===== src/rtl/fighter_pkg.sv =====
// Shared action encodings and arithmetic helpers for the fighter blocks.
package fighter_pkg;

    localparam int ACT_W = 6;
    localparam int DMG_W = 4;

    localparam logic [ACT_W-1:0] ACT_MOVE_RIGHT = 6'b100000;
    localparam logic [ACT_W-1:0] ACT_MOVE_LEFT  = 6'b010000;
    localparam logic [ACT_W-1:0] ACT_WAIT       = 6'b001000;
    localparam logic [ACT_W-1:0] ACT_JUMP       = 6'b000100;
    localparam logic [ACT_W-1:0] ACT_KICK       = 6'b000010;
    localparam logic [ACT_W-1:0] ACT_PUNCH      = 6'b000001;
    localparam logic [ACT_W-1:0] ACT_IDLE       = 6'b000000;

    // True when exactly one action bit is set.
    function automatic logic act_is_onehot(input logic [ACT_W-1:0] a);
        return (a != 6'b000000) && ((a & (a - 6'b000001)) == 6'b000000);
    endfunction

    // Zero or multi-hot actions collapse to IDLE.
    function automatic logic [ACT_W-1:0] act_clean(input logic [ACT_W-1:0] a);
        if (act_is_onehot(a)) begin
            return a;
        end else begin
            return ACT_IDLE;
        end
    endfunction

    // a - b, clamped at zero.
    function automatic int unsigned sat_sub(input int unsigned a, input int unsigned b);
        if (b >= a) begin
            return 32'd0;
        end else begin
            return a - b;
        end
    endfunction

    // a + b, clamped at ceil.
    function automatic int unsigned sat_add(input int unsigned a, input int unsigned b,
                                            input int unsigned ceil);
        if ((a + b) >= ceil) begin
            return ceil;
        end else begin
            return a + b;
        end
    endfunction

endpackage


===== src/rtl/fighter_hit_resolver.sv =====
// Combinational resolution of incoming attacks into damage and knockback.
module fighter_hit_resolver
    import fighter_pkg::*;
#(
    parameter int PUNCH_DMG = 2,
    parameter int KICK_DMG  = 1,
    parameter int GAP_W     = 3
) (
    input  logic [ACT_W-1:0] own_act,
    input  logic [ACT_W-1:0] opp_act,
    input  logic [GAP_W-1:0] gap,
    input  logic             own_air,
    input  logic             opp_air,
    output logic [DMG_W-1:0] dmg,
    output logic             knockback
);

    // Attacks only connect when both fighters are on the ground.
    always_comb begin
        dmg       = {DMG_W{1'b0}};
        knockback = 1'b0;
        if (!own_air && !opp_air) begin
            case (opp_act)
                ACT_PUNCH: begin
                    if (gap == {GAP_W{1'b0}}) begin
                        knockback = 1'b1;
                        if (own_act == ACT_PUNCH) begin
                            dmg = {DMG_W{1'b0}};
                        end else begin
                            dmg = DMG_W'(PUNCH_DMG);
                        end
                    end else begin
                        knockback = 1'b0;
                    end
                end
                ACT_KICK: begin
                    if (gap <= GAP_W'(1)) begin
                        if ((own_act == ACT_PUNCH) && (gap == {GAP_W{1'b0}})) begin
                            knockback = 1'b0;   // parry
                        end else if (own_act == ACT_KICK) begin
                            knockback = 1'b1;   // clash
                        end else begin
                            dmg       = DMG_W'(KICK_DMG);
                            knockback = 1'b1;
                        end
                    end else begin
                        knockback = 1'b0;
                    end
                end
                default: begin
                    knockback = 1'b0;
                end
            endcase
        end else begin
            knockback = 1'b0;
        end
    end

endmodule


===== src/rtl/fighter_player.sv =====
// One fighter: movement, jump timer, regeneration, hit handling and sticky KO.
module fighter_player
    import fighter_pkg::*;
#(
    parameter int SIDE        = 1,
    parameter int POS_MAX     = 2,
    parameter int START_POS   = 0,
    parameter int HEALTH_MAX  = 3,
    parameter int PUNCH_DMG   = 2,
    parameter int KICK_DMG    = 1,
    parameter int REGEN_WAIT  = 2,
    parameter int JUMP_CYCLES = 1,
    localparam int POS_W      = $clog2(POS_MAX + 1),
    localparam int HP_W       = $clog2(HEALTH_MAX + 1)
) (
    input  logic             clk,
    input  logic             rst_n,
    input  logic [ACT_W-1:0] own_action,
    input  logic [ACT_W-1:0] opp_action,
    input  logic [POS_W-1:0] opp_pos,
    input  logic             opp_airborne,
    output logic [POS_W-1:0] pos,
    output logic [HP_W-1:0]  health,
    output logic             airborne,
    output logic             ko,
    output logic             hit_taken
);

    localparam int GAP_W = POS_W + 1;
    localparam int JC_W  = $clog2(JUMP_CYCLES + 1);
    localparam int WC_W  = $clog2(REGEN_WAIT + 1);
    localparam logic [ACT_W-1:0] ACT_FWD  = (SIDE == 0) ? ACT_MOVE_RIGHT : ACT_MOVE_LEFT;
    localparam logic [ACT_W-1:0] ACT_BACK = (SIDE == 0) ? ACT_MOVE_LEFT  : ACT_MOVE_RIGHT;

    logic [POS_W-1:0] pos_r, pos_n_s;
    logic [HP_W-1:0]  health_r, health_n_s;
    logic             airborne_r, airborne_n_s;
    logic             ko_r, ko_n_s;
    logic             hit_r, hit_n_s;
    logic [WC_W-1:0]  wait_cnt_r, wait_cnt_n_s;
    logic [JC_W-1:0]  jump_cnt_r, jump_cnt_n_s;

    logic [ACT_W-1:0] own_s, opp_s;
    logic [GAP_W-1:0] gap_s;
    logic [DMG_W-1:0] dmg_s;
    logic             knockback_s;

    assign own_s = act_clean(own_action);
    assign opp_s = act_clean(opp_action);
    assign gap_s = GAP_W'(2 * POS_MAX) - {1'b0, pos_r} - {1'b0, opp_pos};

    fighter_hit_resolver #(
        .PUNCH_DMG (PUNCH_DMG),
        .KICK_DMG  (KICK_DMG),
        .GAP_W     (GAP_W)
    ) u_hit (
        .own_act   (own_s),
        .opp_act   (opp_s),
        .gap       (gap_s),
        .own_air   (airborne_r),
        .opp_air   (opp_airborne),
        .dmg       (dmg_s),
        .knockback (knockback_s)
    );

    // Next-state computation; everything holds once knocked out.
    always_comb begin
        pos_n_s      = pos_r;
        health_n_s   = health_r;
        airborne_n_s = airborne_r;
        ko_n_s       = ko_r;
        hit_n_s      = 1'b0;
        wait_cnt_n_s = wait_cnt_r;
        jump_cnt_n_s = jump_cnt_r;
        if (!ko_r) begin
            // Knockback beats any own move; moves need feet on the ground.
            if (knockback_s) begin
                if (pos_r == {POS_W{1'b0}}) begin
                    pos_n_s = pos_r;
                end else begin
                    pos_n_s = pos_r - POS_W'(1);
                end
            end else if (!airborne_r && (own_s == ACT_FWD) &&
                         (pos_r < POS_W'(POS_MAX)) && (gap_s != {GAP_W{1'b0}})) begin
                pos_n_s = pos_r + POS_W'(1);
            end else if (!airborne_r && (own_s == ACT_BACK) && (pos_r != {POS_W{1'b0}})) begin
                pos_n_s = pos_r - POS_W'(1);
            end else begin
                pos_n_s = pos_r;
            end

            // Jump timer counts down the remaining airborne cycles.
            if (airborne_r) begin
                if (jump_cnt_r <= JC_W'(1)) begin
                    airborne_n_s = 1'b0;
                    jump_cnt_n_s = {JC_W{1'b0}};
                end else begin
                    jump_cnt_n_s = jump_cnt_r - JC_W'(1);
                end
            end else if (own_s == ACT_JUMP) begin
                airborne_n_s = 1'b1;
                jump_cnt_n_s = JC_W'(JUMP_CYCLES);
            end else begin
                airborne_n_s = 1'b0;
                jump_cnt_n_s = {JC_W{1'b0}};
            end

            // Damage takes precedence over regeneration.
            if (dmg_s != {DMG_W{1'b0}}) begin
                health_n_s   = HP_W'(sat_sub(32'(health_r), 32'(dmg_s)));
                hit_n_s      = 1'b1;
                wait_cnt_n_s = {WC_W{1'b0}};
                ko_n_s       = (health_n_s == {HP_W{1'b0}});
            end else if (own_s == ACT_WAIT) begin
                if (wait_cnt_r == WC_W'(REGEN_WAIT - 1)) begin
                    health_n_s   = HP_W'(sat_add(32'(health_r), 32'd1, 32'(HEALTH_MAX)));
                    wait_cnt_n_s = {WC_W{1'b0}};
                end else begin
                    wait_cnt_n_s = wait_cnt_r + WC_W'(1);
                end
            end else begin
                wait_cnt_n_s = {WC_W{1'b0}};
            end
        end else begin
            hit_n_s = 1'b0;
        end
    end

    // State registers with asynchronous reset.
    always_ff @(posedge clk or negedge rst_n) begin
        if (!rst_n) begin
            pos_r      <= POS_W'(START_POS);
            health_r   <= HP_W'(HEALTH_MAX);
            airborne_r <= 1'b0;
            ko_r       <= 1'b0;
            hit_r      <= 1'b0;
            wait_cnt_r <= {WC_W{1'b0}};
            jump_cnt_r <= {JC_W{1'b0}};
        end else begin
            pos_r      <= pos_n_s;
            health_r   <= health_n_s;
            airborne_r <= airborne_n_s;
            ko_r       <= ko_n_s;
            hit_r      <= hit_n_s;
            wait_cnt_r <= wait_cnt_n_s;
            jump_cnt_r <= jump_cnt_n_s;
        end
    end

    assign pos       = pos_r;
    assign health    = health_r;
    assign airborne  = airborne_r;
    assign ko        = ko_r;
    assign hit_taken = hit_r;

endmodule


===== config.mk =====
export PLATFORM = sky130hd
export DESIGN_NAME = fighter_player
export DESIGN_NICKNAME = d
export VERILOG_FILES = /design/src/rtl/fighter_pkg.sv /design/src/rtl/fighter_hit_resolver.sv /design/src/rtl/fighter_player.sv
export SDC_FILE = /design/constraint.sdc
export NUM_CORES = 1
export LEC_CHECK = 0
export BUFFER_PORTS_ARGS = -buffer_cell sky130_fd_sc_hd__buf_4
export CORE_MARGIN = 4
export CORE_UTILIZATION = 50
export DETAILED_ROUTE_END_ITERATION = 12
export PLACE_DENSITY_LB_ADDON = 0.05
export RECOVER_POWER = 100
export SLEW_MARGIN = 25
export SYNTH_ARGS = -nofsm -noshare
export SYNTH_HDL_FRONTEND = slang
export SYNTH_SLANG_ARGS = --single-unit

===== constraint.sdc =====
create_clock -name clk -period 3.1 [get_ports clk]
set_clock_uncertainty 0.05 [all_clocks]
set_input_delay 0.465 -clock clk [delete_from_list [all_inputs] [get_ports clk]]
set_output_delay 0.465 -clock clk [all_outputs]
set_load 0.02 [all_outputs]

## Word level (Yosys, flattened, before mapping)

Index checks and enable logic that the tools add are counted.

| word-level totals | value |
|---|---|
| register bits after elaboration | 10 |
| input bits | 17 |
| output and inout bits | 7 |
| logic and storage cells | 98 |

| operators by class | value |
|---|---|
| $add $sub $neg | 10 |
| magnitude comparators | 5 |
| eq/ne operators | 10 |
| multiplexer cells | 37 |
| bitwise logic cells | 3 |
| reduce and logical (&&, ||, !) cells | 26 |

Operators with widths:

| cell | number |
|---|---|
| $mux 2 | 15 |
| $mux 4 | 4 |
| $mux 1 | 14 |
| $and 6x6->6 | 2 |
| $eq 6x1->1 const B | 2 |
| $eq 6x2->1 const B | 2 |
| $logic_not 6->1 | 2 |
| $mux 6 | 2 |
| $reduce_bool 6->1 | 2 |
| $sub 6x1->6 const B | 2 |
| $logic_and 1x1->1 | 9 |
| $pmux 4 s2 | 1 |
| $eq 6x3->1 const B | 1 |
| $eq 6x4->1 const B | 1 |
| $eq 6x5->1 const B | 1 |
| $eq 6x6->1 const B | 1 |
| $reduce_and 3->1 | 2 |
| $reduce_bool 2->1 | 3 |
| $reduce_bool 3->1 | 2 |
| $add 2x1->2 const B | 2 |
| $ge 4x2->1 | 1 |
| $logic_not 2->1 | 2 |
| $reduce_bool 4->1 | 1 |
| $add 2x1->3 const B | 1 |
| 15 further kinds | 16 |

## Depth between registers and ports, before layout

Gate-level depths: netlist of the first run.

| depth | value |
|---|---|
| word-level depth | 18 |
| depth in mapped cells | 12 |
| gate-level depth less buffers | 12 |

## Modules after synthesis

From an unflattened synthesis of the first run, not the netlist that was laid out.

| second synthesis, totals | value |
|---|---|
| cell total of the unflattened synthesis | 111 |
| area total of the unflattened synthesis | 918.4 sq um |

Modules (own cells, without submodules):

| module | times used | cells an instance | area each (sq um) | seq. area each (sq um) |
|---|---|---|---|---|
| fighter_player | 1 | 91 | 795.8 | 227.7 |
| fighter_hit_resolver | 1 | 20 | 122.6 | 0.0 |

## Worst setup path before layout of the first run

Ideal clock, no wire load.

| path | value |
|---|---|
| path type | reg-to-reg |
| start | register pos_r[1], in the netlist pos[1] |
| end | register ko_r, in the netlist ko |
| library setup time | 130 ps |
| arrival time | 2,512 ps |
| required time | 2,920 ps |
| slack | 408 ps |
| cell stages (with the launch flop) | 12 |
| cells stage by stage | dfrtp_1 -> ha_1 -> inv_1 -> ha_1 -> xor2_1 -> nor3_1 -> nand2_1 -> a311oi_1 -> ha_1 -> or2_2 -> a21oi_1 -> o31ai_1 |

| on the way | value |
|---|---|
| longest elaborated chain between the ends | 15 |
| elaborated cells on any way between the ends | 19 |

RTL lines:

| element | line | source |
|---|---|---|
| start: declaration | fighter_player.sv:35 | `logic [POS_W-1:0] pos_r, pos_n_s;` |
| start signal: assignment | fighter_player.sv:132 | `pos_r <= POS_W'(START_POS);` |
| start signal: assignment | fighter_player.sv:140 | `pos_r <= pos_n_s;` |
| $sub 3x2->3 (*) (2 in a row) | fighter_player.sv:50 | `assign gap_s = GAP_W'(2 * POS_MAX) - {1'b0, pos_r} - {1'b0, opp_pos};` |
| branches (longest 4 deep; another with $le 3x1->1) | - |  |
| $pmux 4 s2 (*) | fighter_hit_resolver.sv:23 | `case (opp_act)` |
| $mux 4 (*) | fighter_hit_resolver.sv:22 | `if (!own_air && !opp_air) begin` |
| $ge 4x2->1 / $sub 2x2->2 (equally long branches) | fighter_pkg.sv:31, fighter_pkg.sv:34 |  |
| $mux 2 | fighter_pkg.sv:31 | `if (b >= a) begin` |
| $mux 2 | fighter_player.sv:109 | `if (dmg_s != {DMG_W{1'b0}}) begin` |
| $mux 2 | fighter_player.sv:75 | `if (!ko_r) begin` |
| $logic_not 2->1 | fighter_player.sv:113 | `ko_n_s = (health_n_s == {HP_W{1'b0}});` |
| $mux 1 (*) | fighter_player.sv:109 |  |
| $mux 1 (*) | fighter_player.sv:75 |  |
| named net ko_n_s | fighter_player.sv:38 | `logic ko_r, ko_n_s;` |
| end signal: assignment | fighter_player.sv:143 | `ko_r <= ko_n_s;` |
| end: declaration | fighter_player.sv:38 |  |

Mark *: on every way through the listed nets, which the timed path passes. The select of a mux whose other input is x is not followed.
A chain may end at the register's enable or synchronous reset.

## Final worst setup path of the first run

| path | value |
|---|---|
| start | register pos_r[1], in the netlist pos[1] |
| end | register health_r[1], in the netlist health[1] |

| on the way | value |
|---|---|
| longest elaborated chain between the ends | 13 |
| elaborated cells on any way between the ends | 20 |

RTL lines:

| element | line | source |
|---|---|---|
| $sub 3x2->3 (*) (2 in a row) | fighter_player.sv:50 |  |
| branches (longest 4 deep; another with $le 3x1->1) | - |  |
| $pmux 4 s2 (*) | fighter_hit_resolver.sv:23 |  |
| $mux 4 (*) | fighter_hit_resolver.sv:22 |  |
| $ge 4x2->1 / $sub 2x2->2 (equally long branches) | fighter_pkg.sv:31, fighter_pkg.sv:34 |  |
| $mux 2 | fighter_pkg.sv:31 |  |
| $mux 2 | fighter_player.sv:109 |  |
| $mux 2 | fighter_player.sv:75 |  |
| $mux 2 | fighter_player.sv:109 |  |
| end signal: assignment | fighter_player.sv:133 | `health_r <= HP_W'(HEALTH_MAX);` |
| end signal: assignment | fighter_player.sv:141 | `health_r <= health_n_s;` |
| end: declaration | fighter_player.sv:36 | `logic [HP_W-1:0] health_r, health_n_s;` |

Mark *: on every way between the ends. The select of a mux whose other input is x is not followed.

==> results of run 1 <==
==> sequential cells by signal (all words and copies together), names as in the netlist <==
register	flops
airborne	1
ko	1
hit_taken	1
pos	2
wait_cnt_r	2
health	2
==> cell type report <==
cell class / count / area (um2)
flip-flops and latches: 9 / 228
inverters: 11 / 41.3
multi-input cells: 76 / 551
fillers: 144 / 498
repair buffers: 24 / 160
clock buffers: 4 / 26.3
well taps: 16 / 20.0
==> stage by stage <==
stage,utilization,instances
after global routing,0.673,140
final,0.673,140
after floorplan,-,97
after global placement,0.664,135
after detailed placement,0.664,135
after CTS,0.688,140
==> routing by layer <==
layer	wire [um]	track usage	share of wire
met5	0	0	0
met4	8	0.0359	0.0041
met3	123	0.0521	0.063
met2	969	0.304	0.50
met1	849	0.207	0.43
==> worst max-delay path: stages, from the launching register on <==
cell and delay, ns:
sky130_fd_sc_hd__dfrtp_1 0.41, sky130_fd_sc_hd__ha_1 0.28, sky130_fd_sc_hd__inv_1 0.04, sky130_fd_sc_hd__ha_1 0.19
sky130_fd_sc_hd__xor2_1 0.17, sky130_fd_sc_hd__nor3_1 0.27, sky130_fd_sc_hd__nand2_1 0.11, sky130_fd_sc_hd__a311oi_1 0.24
sky130_fd_sc_hd__ha_1 0.30, sky130_fd_sc_hd__or2_2 0.30, sky130_fd_sc_hd__a21oi_1 0.18, sky130_fd_sc_hd__o32a_1 0.17
==> what timing repair did <==
action | CTS | global route
buffers inserted | 0 | 0
endpoints found under the hold margin | 7 | 0
hold buffers | 1 | 0
==> layout by cell type, fill, tap and decap left out, types with 3 or more instances in the layout <==
master / synthesis / final
sky130_fd_sc_hd__dfrtp_1: 7 / 7
sky130_fd_sc_hd__or4_1: 3 / 3
sky130_fd_sc_hd__ha_1: 7 / 7
sky130_fd_sc_hd__clkbuf_4: 0 / 3
sky130_fd_sc_hd__nor2_1: 7 / 7
sky130_fd_sc_hd__inv_1: 11 / 11
sky130_fd_sc_hd__clkbuf_1: 1 / 7
sky130_fd_sc_hd__nand2b_1: 4 / 4
sky130_fd_sc_hd__nand2_1: 7 / 7
sky130_fd_sc_hd__o21ai_0: 4 / 4
sky130_fd_sc_hd__buf_4: 0 / 17
sky130_fd_sc_hd__a21oi_1: 3 / 3
sky130_fd_sc_hd__nor3_1: 3 / 3
==> cell families (layout without fill, tap and decap cells) <==
group / count (synthesis) / in the layout / share of synthesized area
simple gates: 43 / 43 / 0.324
compound gates: 22 / 22 / 0.195
buf+inv: 12 / 39 / 0.0547
flops: 9 / 9 / 0.277
fa+ha+maj: 7 / 7 / 0.106
xor+xnor: 3 / 3 / 0.0319
mux: 1 / 1 / 0.0122
==> worst min path at each step <==
stage / slack, ns / startpoint / to / cells past startpoint
2_1_floorplan: 0.12 / rst_n / airborne$_DFFE_PN0N_ / 0
3_3_place_gp: 0.24 / rst_n / pos[1]$_DFFE_PN0P_ / 1
3_5_place_dp: 0.24 / rst_n / ko$_DFF_PN0_ / 1
4_1_cts: 0.45 / own_action[2] / airborne$_DFFE_PN0N_ / 3
5_1_grt: 0.46 / own_action[2] / airborne$_DFFE_PN0N_ / 3
6_report: 0.45 / own_action[2] / airborne$_DFFE_PN0N_ / 3
==> power by group through the flow <==
stage,sequential (mW),clock [mW],combinational (mW)
final,0.118,0.0897,0.0437
after global placement,0.120,0,0.0419
after floorplan,0.120,0,0.0149
after detailed placement,0.120,0,0.0433
after global routing,0.118,0.100,0.0493
after CTS,0.118,0.0924,0.0446
==> flow_results.xml, run 1 <==
<?xml version="1.0" encoding="UTF-8"?>
<metrics>
  <group name="power_and_ir_drop">
    <metric name="p_int" unit="uW">189</metric>
    <metric name="max-vdd-ir-drop" unit="mV">0.226</metric>
    <metric name="p_sw_frac" unit="">0.246</metric>
    <metric name="switching_power" unit="uW">61.6</metric>
    <metric name="total_power" unit="uW">251</metric>
    <metric name="power.leakage" unit="nW">0.457</metric>
    <metric name="share_seq_of_total_power" unit="">0.469</metric>
    <metric name="combinationalPowerShare" unit="">0.174</metric>
    <metric name="clock_power_share" unit="">0.357</metric>
    <metric name="p_per_area" unit="nW/um2">245</metric>
  </group>
  <group name="clock_network">
    <metric name="clk_pin_slew" unit="ns">0.06</metric>
    <metric name="cts_resized" unit="">0</metric>
    <metric name="max-clock-path-buffers" unit="">2</metric>
    <metric name="clkSinkCount" unit="">9</metric>
    <metric name="htree_num_levels" unit="">1</metric>
    <metric name="cts_root_buffer" unit="">sky130_fd_sc_hd__clkbuf_4</metric>
    <metric name="inserted_clock_buffers" unit="">3</metric>
    <metric name="cts_tree" unit="">done</metric>
    <metric name="clk_latency" unit="ns">0.26</metric>
  </group>
  <group name="worst_hold_path">
    <metric name="hold_path.class" unit="">in2reg</metric>
  </group>
  <group name="outcome">
    <metric name="status" unit="">completed</metric>
  </group>
  <group name="worst_setup_path">
    <metric name="startpoint" unit="">pos[1]$_DFFE_PN0P_</metric>
    <metric name="timing.rr.start" unit="">pos[1]$_DFFE_PN0P_</metric>
    <metric name="timing.critical_path.to_type" unit="">register</metric>
    <metric name="critPathLaunchType" unit="">register</metric>
    <metric name="critPathArrivalTime" unit="ns">2.92</metric>
    <metric name="crit_type" unit="">reg2reg</metric>
    <metric name="crit_path_max_fanout" unit="">4</metric>
    <metric name="worst-r2r-cell-count" unit="">11</metric>
    <metric name="timing.critical_path.required" unit="ns">3.25</metric>
    <metric name="ff2ff_setup_slack" unit="ns">0.33</metric>
    <metric name="setup.worst_path.end" unit="">health[1]$_DFFE_PN1P_</metric>
    <metric name="worst_flop_to_flop_path_endpoint" unit="">health[1]$_DFFE_PN1P_</metric>
  </group>
  <group name="synthesis">
    <metric name="ys.flop_type" unit="">sky130_fd_sc_hd__dfrtp_1</metric>
    <metric name="synth_edf_count" unit="">0</metric>
    <metric name="synth_area_per_inst" unit="um2">8.49</metric>
    <metric name="yosys_top_cell_area_share" unit="">0.213</metric>
    <metric name="yosysMostFrequentCell" unit="">sky130_fd_sc_hd__inv_1</metric>
    <metric name="postSynthNetCount" unit="">121</metric>
    <metric name="synth_area_leaders" unit="">sky130_fd_sc_hd__dfrtp_1 (21%), sky130_fd_sc_hd__ha_1 (11%), sky130_fd_sc_hd__dfstp_2 (6.4%)</metric>
    <metric name="area_of_the_mapped_netlist" unit="um2">823</metric>
    <metric name="synth-warning-count" unit="">0</metric>
    <metric name="seq_area_frac_synth" unit="">0.277</metric>
    <metric name="ys_ff_latch" unit="">9</metric>
    <metric name="ys_types" unit="">40</metric>
    <metric name="synth_top_cells_by_count" unit="">sky130_fd_sc_hd__inv_1 (11), sky130_fd_sc_hd__dfrtp_1 (7), sky130_fd_sc_hd__ha_1 (7), sky130_fd_sc_hd__nand2_1 (7), sky130_fd_sc_hd__nor2_1 (7)</metric>
    <metric name="syn-instance-count" unit="">97</metric>
    <metric name="async_reset_ff_frac" unit="">1.00</metric>
    <metric name="synth_top_area_cell" unit="">sky130_fd_sc_hd__dfrtp_1</metric>
  </group>
  <group name="timing">
    <metric name="final_hold_fails" unit="">0</metric>
    <metric name="rsz0062_at_grt" unit="">false</metric>
    <metric name="drv_slew" unit="">0</metric>
    <metric name="postLayoutSetupSlackWorst" unit="ns">0.334</metric>
    <metric name="min_period" unit="ns">2.77</metric>
    <metric name="worstMarginPinSlew" unit="ns">0.504</metric>
    <metric name="worst_slew_margin_rel" unit="">0.664</metric>
    <metric name="setup_total_negative_slack" unit="ns">0</metric>
    <metric name="clock.fmax" unit="MHz">361</metric>
    <metric name="hold-worst-slack" unit="ns">0.453</metric>
    <metric name="post-route-period-util" unit="">0.892</metric>
    <metric name="setup_viol_count_final" unit="">0</metric>
  </group>
  <group name="route">
    <metric name="ant_nets" unit="">0</metric>
    <metric name="avgRoutedWirePerCell" unit="um">13.9</metric>
    <metric name="drt_pre_antenna_iters" unit="">4</metric>
    <metric name="drc" unit="">0</metric>
    <metric name="drt_first_iter_violations" unit="">15</metric>
    <metric name="routed_via_density" unit="">6.01</metric>
    <metric name="total_number_of_vias" unit="">841</metric>
    <metric name="drt_total_wl" unit="um">1950</metric>
  </group>
  <group name="grt">
    <metric name="antenna_found_initial" unit="">0</metric>
    <metric name="aggregate_global_routing_overflow" unit="">0</metric>
    <metric name="grt_pass1_wl" unit="um">3370</metric>
    <metric name="grt_start_max_net_pins" unit="">16</metric>
    <metric name="grt.total_usage" unit="">0.174</metric>
    <metric name="grt_pass1_vias" unit="">799</metric>
  </group>
  <group name="floorplanning">
    <metric name="die_w" unit="um">48.6</metric>
    <metric name="floorplan.io_pins" unit="">24</metric>
    <metric name="floorplan.initialDensity" unit="">0.540</metric>
    <metric name="rows" unit="">14</metric>
    <metric name="fp.dieH" unit="um">48.6</metric>
    <metric name="design.core.area" unit="um2">1520</metric>
    <metric name="fp.dieArea" unit="um2">2360</metric>
  </group>
  <group name="cells_and_area">
    <metric name="syn_to_final_growth" unit="%">24.6</metric>
    <metric name="design_area" unit="um2">1030</metric>
    <metric name="post_route_cells_drive_above_1_share" unit="">0.218</metric>
    <metric name="antenna_cells" unit="">0</metric>
    <metric name="nNetsFinal" unit="">149</metric>
  </group>
  <group name="place">
    <metric name="detailed_placer_s_ending_hpwl" unit="um">1560</metric>
    <metric name="count_of_buffers_inserted_at_the_top_level_ports" unit="">23</metric>
    <metric name="placement.cell_area" unit="um2">1010</metric>
    <metric name="pre_cts_ws" unit="ns">0.171</metric>
    <metric name="gp_congestion" unit="">0.769</metric>
  </group>
  <group name="flow_run">
    <metric name="max_cap_viol_count" unit="">0</metric>
  </group>
</metrics>
No activity file was read; power rests on OpenSTA's default activity.
==> run 2: changes to the inputs <==
Settings changed: CORE_UTILIZATION 50 to 30.
==> run 2 against run 1 <==
Power decreased by 0.12%. Worst hold slack lost 0.017 ns. Count of clock-buffer cells in the layout is the same. Critical path depth did not move. Global-route usage fell by 5.3 points. Non-clock buffer count increased by 1. Utilization decreased by 26 points. Clock power shrank 2%. Cell count rose by 11%. Flip-flop and latch count unchanged. Combinational power rose by 3%. Critical path type unchanged.
==> flow_results.xml, run 2 (same netlist as run 1, synthesis figures left out) <==
<?xml version="1.0" encoding="UTF-8"?>
<metrics>
  <group name="clock_network">
    <metric name="clkSinkCount" unit="">9</metric>
    <metric name="clk_pin_slew" unit="ns">0.06</metric>
    <metric name="cts_tree" unit="">done</metric>
    <metric name="htree_num_levels" unit="">1</metric>
    <metric name="inserted_clock_buffers" unit="">3</metric>
    <metric name="clk_latency" unit="ns">0.26</metric>
    <metric name="cts_resized" unit="">0</metric>
    <metric name="max-clock-path-buffers" unit="">2</metric>
    <metric name="cts_root_buffer" unit="">sky130_fd_sc_hd__clkbuf_4</metric>
    <metric name="buffers_inserted_during_post_cts_setup_optimization" unit="">0</metric>
  </group>
  <group name="grt">
    <metric name="groute.layer.met2.usage" unit="">0.173</metric>
    <metric name="antenna_found_initial" unit="">0</metric>
    <metric name="grt_start_max_net_pins" unit="">16</metric>
    <metric name="grt.total_usage" unit="">0.121</metric>
    <metric name="grt_pass1_wl" unit="um">3290</metric>
    <metric name="global_route.usage.met3" unit="">0.0532</metric>
    <metric name="grt_pass1_vias" unit="">722</metric>
    <metric name="grt.met1_usage" unit="">0.168</metric>
    <metric name="aggregate_global_routing_overflow" unit="">0</metric>
    <metric name="grt-busiest-layer" unit="">met2</metric>
  </group>
  <group name="worst_setup_path">
    <metric name="timing.critical_path.slowest_stage_cell" unit="">sky130_fd_sc_hd__dfrtp_1</metric>
    <metric name="timing.critical_path.required" unit="ns">3.25</metric>
    <metric name="timing.critical_path.to_type" unit="">register</metric>
    <metric name="crit_path_max_fanout" unit="">4</metric>
    <metric name="critPathArrivalTime" unit="ns">2.97</metric>
    <metric name="critPathLaunchType" unit="">register</metric>
    <metric name="crit_path_cell_trace" unit="">ha_1 &gt; inv_1 &gt; ha_1 &gt; xor2_1 &gt; nor3_1 &gt; nand2_1 &gt; a311oi_1 &gt; ha_1 &gt; or2_2 &gt; a21oi_1 &gt; o32a_1</metric>
    <metric name="worst_path_largest_cell_delay" unit="ns">0.41</metric>
    <metric name="cpMostUsedCell" unit="">sky130_fd_sc_hd__ha_1</metric>
    <metric name="crit_type" unit="">reg2reg</metric>
  </group>
  <group name="power_and_ir_drop">
    <metric name="p_int" unit="uW">190</metric>
    <metric name="p_per_area" unit="nW/um2">239</metric>
    <metric name="clock_power_share" unit="">0.352</metric>
    <metric name="power.leakage" unit="nW">0.462</metric>
    <metric name="p_sw_frac" unit="">0.242</metric>
    <metric name="max-vdd-ir-drop" unit="mV">0.242</metric>
    <metric name="switching_power" unit="uW">60.6</metric>
    <metric name="share_seq_of_total_power" unit="">0.469</metric>
    <metric name="combinationalPowerShare" unit="">0.179</metric>
  </group>
  <group name="timing">
    <metric name="setup_viol_count_final" unit="">0</metric>
    <metric name="post-route-period-util" unit="">0.910</metric>
    <metric name="final_hold_fails" unit="">0</metric>
    <metric name="drv_slew" unit="">0</metric>
    <metric name="setup_total_negative_slack" unit="ns">0</metric>
    <metric name="worstMarginPinSlew" unit="ns">0.503</metric>
    <metric name="min_period" unit="ns">2.82</metric>
    <metric name="worst_slew_margin_rel" unit="">0.665</metric>
    <metric name="clock.fmax" unit="MHz">354</metric>
    <metric name="rsz0062_at_grt" unit="">false</metric>
  </group>
  <group name="route">
    <metric name="avgRoutedWirePerCell" unit="um">13.0</metric>
    <metric name="drt_total_wl" unit="um">2020</metric>
    <metric name="drt_first_iter_violations" unit="">14</metric>
    <metric name="routed_via_density" unit="">5.19</metric>
    <metric name="total_number_of_vias" unit="">804</metric>
    <metric name="drc" unit="">0</metric>
    <metric name="drt_pre_antenna_iters" unit="">4</metric>
    <metric name="ant_nets" unit="">0</metric>
  </group>
  <group name="cells_and_area">
    <metric name="post_route_cells_drive_above_1_share" unit="">0.224</metric>
    <metric name="final_cell_mix" unit="">sky130_fd_sc_hd__buf_4 (18), sky130_fd_sc_hd__inv_1 (11)</metric>
    <metric name="layout.cells.most_common" unit="">sky130_fd_sc_hd__buf_4</metric>
    <metric name="antenna_cells" unit="">0</metric>
    <metric name="nNetsFinal" unit="">150</metric>
    <metric name="instances_no_fill" unit="">155</metric>
    <metric name="syn_to_final_growth" unit="%">27.7</metric>
  </group>
  <group name="floorplanning">
    <metric name="rows" unit="">18</metric>
    <metric name="fp.dieH" unit="um">60.4</metric>
    <metric name="die_w" unit="um">60.4</metric>
    <metric name="design.core.area" unit="um2">2540</metric>
    <metric name="floorplan.initialDensity" unit="">0.324</metric>
    <metric name="floorplan.io_pins" unit="">24</metric>
    <metric name="fp.dieArea" unit="um2">3650</metric>
  </group>
  <group name="outcome">
    <metric name="status" unit="">completed</metric>
  </group>
  <group name="place">
    <metric name="detailed_placer_s_ending_hpwl" unit="um">1670</metric>
    <metric name="count_of_placed_standard_cells_including_taps" unit="">150</metric>
    <metric name="count_of_buffers_inserted_at_the_top_level_ports" unit="">23</metric>
    <metric name="gp_congestion" unit="">0.744</metric>
  </group>
  <group name="flow_run">
    <metric name="max_cap_viol_count" unit="">0</metric>
  </group>
  <group name="worst_hold_path">
    <metric name="hold_path.class" unit="">in2reg</metric>
  </group>
</metrics>
[run 2: cell types whose count changed in the layout (fill, tap and decap cells not counted), sizes merged]
| cell | before | now |
|---|---|---|
| buf | 17 | 18 |
[run 2: metal layers]
layer | up-vias | part of all wire
li1 | 420 | -
met2 | 18 | 0.43
met4 | 0 | 0.0060
met3 | 2 | 0.067
met5 | - | 0
met1 | 364 | 0.49
[run 2: critical path, delay by kind of cell, from the launching register on]
| family | cells | cell delay, ns |
|---|---|---|
| compound gates | 3 | 0.59 |
| simple gates | 3 | 0.74 |
| buf+inv | 1 | 0.04 |
| flops | 1 | 0.41 |
| xor+xnor | 1 | 0.17 |
| fa+ha+maj | 3 | 0.76 |
[run 2: stage by stage]
step                setup WS [ns]  hold WS, ns  power [mW]  area, um2   util
global placement            0.172        0.246       0.164       1040  0.408
floorplan                   0.408        0.119       0.135        823      -
finish                      0.278        0.437       0.251       1050  0.413
global route              0.00624        0.450       0.264       1050  0.413
CTS                         0.256        0.428       0.256       1070  0.422
detailed placement          0.132        0.245       0.164       1040  0.408
[run 2: area by class of cell]
class | instances | area (um2)
Clock buffer | 4 | 26.3
Fill cell | 286 | 1490
Inverter | 11 | 41.3
Multi-Input combinational cell | 76 | 551
Sequential cell | 9 | 228
Tap cell | 30 | 37.5
Timing Repair Buffer | 25 | 168
[run 2: path summary, 6_finish.rpt]
check,slack (ns),cells after the start,end,start
min reg2reg,0.48,1,wait_cnt_r[1]$_DFFE_PN0N_,wait_cnt_r[1]$_DFFE_PN0N_
max in group asynchronous,2.01,2,health[1]$_DFFE_PN1P_,rst_n
min,0.44,3,airborne$_DFFE_PN0N_,own_action[2]
min in group asynchronous,0.64,2,ko$_DFF_PN0_,rst_n
max reg2reg,0.28,11,health[1]$_DFFE_PN1P_,pos[1]$_DFFE_PN0P_
max,0.28,11,health[1]$_DFFE_PN1P_,pos[1]$_DFFE_PN0P_
[run 2: power by group through the flow]
stage	Sequential, mW	Combinational, mW	Clock [mW]
floorplan	0.120	0.0149	0
global placement	0.120	0.0442	0
detailed placement	0.120	0.0445	0
CTS	0.118	0.0458	0.0927
global route	0.118	0.0500	0.0964
finish	0.118	0.0448	0.0882
[run 2: timing repair]
item,CTS,global route
endpoints found under the hold margin,7,0
hold buffers,1,0
setup endpoints to repair,0,0
